<file path="src/rtl/dbus_arbiter.sv">
// Two-master round-robin data-bus arbiter with RAM / I/O / unmapped address decode.
// Each grant runs exactly one word transaction through IDLE -> ACCESS -> RESP.
module dbus_arbiter #(
   parameter int         RAMBITS   = 8,
   parameter logic [3:0] IO_PREFIX = 4'hE
) (
   input  logic               clk,
   input  logic               reset,
   input  logic               m0_req,
   input  logic [31:0]        m0_addr,
   input  logic [31:0]        m0_wdata,
   input  logic               m0_we,
   output logic [31:0]        m0_rdata,
   output logic               m0_ack,
   output logic               m0_err,
   input  logic               m1_req,
   input  logic [31:0]        m1_addr,
   input  logic [31:0]        m1_wdata,
   input  logic               m1_we,
   output logic [31:0]        m1_rdata,
   output logic               m1_ack,
   output logic               m1_err,
   output logic [RAMBITS-1:0] ram_addr,
   output logic [31:0]        ram_wdata,
   output logic               ram_we,
   input  logic [31:0]        ram_rdata,
   output logic               io_cs,
   output logic               io_we,
   output logic [31:0]        io_wdata,
   input  logic [31:0]        io_rdata
);

   typedef enum logic [1:0] {IDLE, ACCESS, RESP} state_t;

   state_t      state_q, state_d;
   logic        prio_q, prio_d;
   logic        gnt_q, gnt_d;
   logic [31:2] addr_q, addr_d;
   logic [31:0] wdata_q, wdata_d;
   logic        we_q, we_d;
   logic [31:0] rdata0_q, rdata0_d;
   logic [31:0] rdata1_q, rdata1_d;

   logic        isRam, isIo, isUnmapped;
   logic [31:0] rdSel;
   logic        unusedAddrBits;

   // Byte-lane bits are ignored; accesses are always whole words.
   assign unusedAddrBits = ^{m0_addr[1:0], m1_addr[1:0]};

   assign isRam      = (addr_q[31:RAMBITS+2] == '0);
   assign isIo       = !isRam && (addr_q[31:28] == IO_PREFIX);
   assign isUnmapped = !isRam && !isIo;
   assign rdSel      = isRam ? ram_rdata : (isIo ? io_rdata : 32'h0);

   assign m0_rdata = rdata0_q;
   assign m1_rdata = rdata1_q;

   always_comb begin
      state_d   = state_q;
      prio_d    = prio_q;
      gnt_d     = gnt_q;
      addr_d    = addr_q;
      wdata_d   = wdata_q;
      we_d      = we_q;
      rdata0_d  = rdata0_q;
      rdata1_d  = rdata1_q;
      ram_addr  = '0;
      ram_wdata = '0;
      ram_we    = 1'b0;
      io_cs     = 1'b0;
      io_we     = 1'b0;
      io_wdata  = '0;
      m0_ack    = 1'b0;
      m0_err    = 1'b0;
      m1_ack    = 1'b0;
      m1_err    = 1'b0;
      case (state_q)
         IDLE: begin
            // The priority pointer only matters when both masters contend.
            if (m0_req && (!m1_req || !prio_q)) begin
               gnt_d   = 1'b0;
               addr_d  = m0_addr[31:2];
               wdata_d = m0_wdata;
               we_d    = m0_we;
               state_d = ACCESS;
            end else if (m1_req) begin
               gnt_d   = 1'b1;
               addr_d  = m1_addr[31:2];
               wdata_d = m1_wdata;
               we_d    = m1_we;
               state_d = ACCESS;
            end
         end
         ACCESS: begin
            if (isRam) begin
               ram_addr  = addr_q[RAMBITS+1:2];
               ram_wdata = wdata_q;
               ram_we    = we_q;
            end else if (isIo) begin
               io_cs    = 1'b1;
               io_we    = we_q;
               io_wdata = wdata_q;
            end
            if (!we_q) begin
               if (gnt_q) rdata1_d = rdSel;
               else       rdata0_d = rdSel;
            end
            state_d = RESP;
         end
         RESP: begin
            if (gnt_q) begin
               m1_ack = 1'b1;
               m1_err = isUnmapped;
            end else begin
               m0_ack = 1'b1;
               m0_err = isUnmapped;
            end
            prio_d  = ~gnt_q;
            state_d = IDLE;
         end
         default: state_d = IDLE;
      endcase
   end

   always_ff @(posedge clk) begin
      if (!reset) begin
         state_q  <= IDLE;
         prio_q   <= 1'b0;
         gnt_q    <= 1'b0;
         addr_q   <= '0;
         wdata_q  <= '0;
         we_q     <= 1'b0;
         rdata0_q <= '0;
         rdata1_q <= '0;
      end else begin
         state_q  <= state_d;
         prio_q   <= prio_d;
         gnt_q    <= gnt_d;
         addr_q   <= addr_d;
         wdata_q  <= wdata_d;
         we_q     <= we_d;
         rdata0_q <= rdata0_d;
         rdata1_q <= rdata1_d;
      end
   end

endmodule

</file>
<file path="config.mk">
export PLATFORM = sky130hd
export DESIGN_NAME = dbus_arbiter
export DESIGN_NICKNAME = d
export VERILOG_FILES = /design/src/rtl/dbus_arbiter.sv
export SDC_FILE = /design/constraint.sdc
export NUM_CORES = 1
export LEC_CHECK = 0
export ABC_AREA = 1
export CORE_MARGIN = 5
export CORE_UTILIZATION = 37
export CTS_CLUSTER_SIZE = 40
export DETAILED_ROUTE_END_ITERATION = 6
export HOLD_SLACK_MARGIN = 0.02
export PLACE_DENSITY_LB_ADDON = 0.2
export SYNTH_ARGS = -nofsm -noshare
export SYNTH_HDL_FRONTEND = slang
export SYNTH_SLANG_ARGS = --single-unit
export TNS_END_PERCENT = 100
</file>
<file path="constraint.sdc">
create_clock -name clk -period 1.49 [get_ports clk]
set_input_delay 0.298 -clock clk [delete_from_list [all_inputs] [get_ports clk]]
set_output_delay 0.298 -clock clk [all_outputs]
set_load 0.02 [all_outputs]
</file>
Word level (Yosys, flattened, before mapping)
Cells that the tools add are included.
{"block": "word_totals", "out_inout_bits": 143, "input_bits": 198, "word_cells": 64, "reg_bits": 131}
{"block": "op_classes", "muxes": 36, "reduce_logical": 14, "n_eq_ne": 4, "bitwise_logic": 2}
{"operator": "32-bit two-way mux", "count": 9}
{"operator": "30-bit two-way mux", "count": 2}
{"operator": "22-bit zero test", "count": 1}
{"operator": "1-bit two-way mux", "count": 20}
{"operator": "8-bit two-way mux", "count": 2}
{"operator": "3-bit AND reduction", "count": 2}
{"operator": "4-bit == test (second input constant)", "count": 1}
{"operator": "1-bit zero test", "count": 4}
{"operator": "2-bit two-way mux", "count": 2}
{"operator": "2-bit case mux with 2 select lines", "count": 1}
{"operator": "1-bit logical AND", "count": 3}
{"operator": "3-bit != test (second input constant)", "count": 1}
{"operator": "2-bit by 1-bit == test with 1-bit output (second input constant)", "count": 1}
{"operator": "2-bit == test (second input constant)", "count": 1}
{"operator": "2-bit zero test", "count": 1}
{"operator": "1-bit NOT", "count": 2}
{"operator": "2-bit AND reduction", "count": 1}
{"operator": "2-bit nonzero test", "count": 1}
{"operator": "1-bit logical OR", "count": 1}

Logic depth before layout (Yosys ltp)
{"block": "logic_depth", "word_depth": 7, "depth_mapped": 10}

Worst setup path before layout
Ideal clock, no wire load.
{"block": "synth_path", "kind": "flip-flop to output port", "from": "register addr_q[29] (netlist bit)", "to": "output io_wdata[0]", "slack_ps": -315, "stages_incl_launch_ff": 8, "t_arrival_ps": 1507, "path_buffers": 1, "cell_sequence": "dfxtp_1 inv_1 nor2_1 nand3_1 nor2_1 inv_1 buf_2 nor2_1"}
{"block": "synth_between", "elab_chain_len": 6, "elab_cells_between_ends": 7, "classes_between": "eq/ne: 1; mux: 3; reduce/logical: 3"}
{"item": "start, declared", "line": "38", "rtl": "logic [31:2] addr_q, addr_d;"}
{"item": "start signal, assigned", "line": "140", "rtl": "addr_q <= addr_d;"}
{"item": "22-bit zero test", "line": "51", "rtl": "assign isRam = (addr_q[31:RAMBITS+2] == '0);"}
{"item": "1-bit zero test", "line": "52", "rtl": "assign isIo = !isRam && (addr_q[31:28] == IO_PREFIX);"}
{"item": "1-bit logical AND", "line": "52"}
{"item": "32-bit two-way mux", "line": "100", "rtl": "end else if (isIo) begin"}
{"item": "32-bit two-way mux *", "line": "96", "rtl": "if (isRam) begin"}
{"item": "32-bit two-way mux *", "line": "78", "rtl": "case (state_q)"}
{"item": "end, declared", "line": "29", "rtl": "output logic [31:0] io_wdata,"}
Mark *: on every way between the ends. The rest lies on a longest branch, timed or not.

Final worst setup path
{"block": "layout_path", "from": "register addr_q[12] (netlist bit)", "to": "output ram_wdata[23]"}
{"block": "layout_between", "elab_chain_len": 3}
{"item": "22-bit zero test", "line": "51"}
{"item": "32-bit two-way mux", "line": "96"}
{"item": "32-bit two-way mux", "line": "78"}
{"item": "end, declared", "line": "24", "rtl": "output logic [31:0] ram_wdata,"}
Every way passes these cells.

==> summary.md <==
| Metric | Value |
|---|---|
| Status | `finished with violations` |
| Violated checks | `DRC, setup timing` |
| Die H | `145 um` |
| Ys Warns | `0` |
| RD Place Congestion | `0.867` |
| Via count | `8371` |
| GRT Residual Overflow | `0` |
| GRT Util Overall | `25.5%` |
| Clock Tree Root | `clkbuf_16` |
| Worst Tran Pin Value | `502 ps` |
| Slowest stage delay, CP | `330 ps` |
| Worst-Skew Late Latency | `430 ps` |
| WS Path Type | `flip-flop to output pin` |
| Hold-fix buffers, CTS | `0` |
| Fraction of the cycle the final worst path needs | `145%` |
| Leakage power | `5.98 nW` |
| Peak supply drop | `0.899 mV` |
| CTS buffer count | `17` |
| Port-buffer cells | `336` |
| Startpoint Class | `flip-flop` |
| Avg Cell Area, Syn | `6.67 um2` |
| WL final | `30.8 mm` |
| TritonCTS clock tree | `built` |
| Wire length per cell | `18.8 um` |
| Max cap viols | `0` |
| Area grow syn2layout | `92.9%` |
| Share of the synthesized area in the top cell type | `38.9%` |
| Antenna Nets Post-Route | `0` |
| Clock sinks | `131` |
| Critical Path, Cell by Cell | `nor2_1 > nand2_2 > nor2_4 > nand3_4 > buf_12 > buf_4 > nor3_4 > buf_6` |
| Total power | `11.6 mW` |
| Minimum clock period | `2160 ps` |
| Cell Pwr Density | `889 nW/um2` |
| Hold_sp | `reset` |
| Hold Vio Cnt, Final | `0` |
| Cell Rows | `49` |
| Final net count | `1587` |
| Unique masters post-synth | `24` |
| Largest net degree at the start of global routing | `58` |
| Post-synthesis sequential area ratio | `38.9%` |
| First-pass GRT wire length | `43.6 mm` |
| Worst setup EP type | `output pin` |
| Post-placement cell count | `1553` |
| WP data arrival | `1860 ps` |
| Layout cells sized above 1 | `28.0%` |
| PnR worst setup slack | `-669 ps` |
| R2R Path Start | `addr_q[29]` |
| Die X-Extent | `145 um` |
| R2r setup slk | `-230 ps` |
| Initial Util | `37.5%` |
| Crit-path slowest cell | `dfxtp_1` |
| Worst hold path type | `input port to flip-flop` |
| Clk pin slew, worst setup/hold paths | `70 ps` |
| DRC | `3` |
| Synth top area cells | `dfxtp_1, nand2_1, nor2_1, a31oi_1, inv_1` |
| Worst setup startpoint | `addr_q[12]` |
| Syn nets | `1208` |
| Die ar. | `21000 um2` |
| Clock buffer depth | `2` |
| Fin. max-slew vios | `0` |
| Final setup fails | `180` |
| CP Data Required Time | `1190 ps` |
| Initial antenna violation count | `3` |
| Most common cell after layout, fill and taps aside | `nand2_1` |
| Core area | `18000 um2` |
| Vias in the first global route | `7940` |
| Commonest non-fill, non-tap cells in the layout | `nand2_1, clkdlybuf4s50_1, nor2_1` |
| H-tree depth | `4` |
| Fmax | `463 MHz` |
| Clock Skew | `16.9 ps` |
| Iter 0 DRT Violations | `568` |
| Unrepaired setup endpoints after global routing | `yes` |
| First-pass DRT Iterations | `7` |
| Area of the mapped netlist | `6740 um2` |
| Yosys top cell by area | `dfxtp_1` |
| Cells after Synth | `1010` |
| Synth Register Bits | `131` |
| Io pins | `341` |
| Number of vias per cell | `5.13` |
| Post-detail-place hpwl | `19.3 mm` |
| Critical-path maximum fanout | `4` |
| Slew HR | `66.5%` |
| Non-filler cells, final | `1633` |
## registers in the layout, indices dropped and copies added, names as in the netlist
name and cells:
m0_rdata 32, gnt_q 1, state_q 2, prio_q 1
wdata_q 32, m1_rdata 32, addr_q 30, we_q 1
## worst max-delay path, delay by kind of cell, from the launching register on
kind	cells	cell delay (ps)
buffers and inverters	3	450
flip-flops	1	330
AND/OR/NAND/NOR	5	660
## Yosys cell counts
| master | n |
|---|---|
| inv_1 | 104 |
| inv_2 | 1 |
| or2_1 | 2 |
| buf_4 | 10 |
| nand3_1 | 65 |
| nor3_2 | 32 |
| inv_4 | 3 |
| nor3_1 | 5 |
| buf_6 | 12 |
| nor2_2 | 3 |
| nor2_1 | 186 |
| nand3_2 | 3 |
| o21ai_0 | 9 |
| buf_2 | 26 |
| nand2_1 | 237 |
| dfxtp_1 | 131 |
| clkbuf_1 | 23 |
| buf_1 | 3 |
| nand4_1 | 32 |
| a31oi_1 | 63 |
| nor2_4 | 1 |
| nand2_2 | 2 |
| a21oi_1 | 1 |
| o21ai_1 | 56 |
## cell families (layout without fill, tap and decap cells)
kind of cell | after synthesis | after routing | synth area share, %
other | 0 | 2 | 0
AOI/OAI and AO/OA | 129 | 129 | 10.7
and+or+nand+nor | 568 | 568 | 37.7
buffers and inverters | 182 | 574 | 12.6
DFF | 131 | 131 | 38.9
## power breakdown
part / total (mW) / switching [mW] / internal [mW] / leakage (nW)
Sequential: 4.03 / 0.190 / 3.84 / 1.08
Clock: 4.29 / 1.78 / 2.51 / 0.279
Combinational: 3.25 / 1.75 / 1.49 / 4.62
Total: 11.6 / 3.73 / 7.84 / 5.98
## stage by stage
step	setup TNS (ps)	util (%)	setup slack [ps]	hold slack, ps	area [um2]
2_1_floorplan	-2950	-	-96.7	451	7250
3_3_place_gp	-63270	61.7	-707	500	11100
3_5_place_dp	-66690	61.7	-734	506	11100
4_1_cts	-51060	68.2	-694	252	12300
5_1_grt	-72110	72.4	-744	258	13000
6_report	-59150	72.4	-669	243	13000
## layer usage
| layer | track usage [%] | wire length (um) |
|---|---|---|
| met5 | 0 | 7 |
| met4 | 10.7 | 1060 |
| met3 | 8.51 | 2760 |
| met2 | 42.4 | 15000 |
| met1 | 30.2 | 12000 |
## path summary, 6_finish.rpt
check	end	cells past startpoint
worst min register to register	addr_q[16]	2
worst max register to register	m0_rdata[22]	12
worst min-delay path	wdata_q[0]	3
worst max-delay path	ram_wdata[23]	8
## repair_timing
item | in CTS | in global routing
resized for setup | 580 | 108
setup endpoints to repair | 218 | 202
pin swaps | 10 | 13
setup buffers | 16 | 11
gates cloned | 10 | 14
## final cells by class
cell class	instances	area (um2)
multi-input combinational	697	4130
antenna	2	5.00
clock inverter	15	169
fill	1407	4960
tap	229	287
clock buffer	17	425
inverter	108	439
timing repair buffer	434	4920
sequential	131	2630
(Power assumes the default switching activity.)
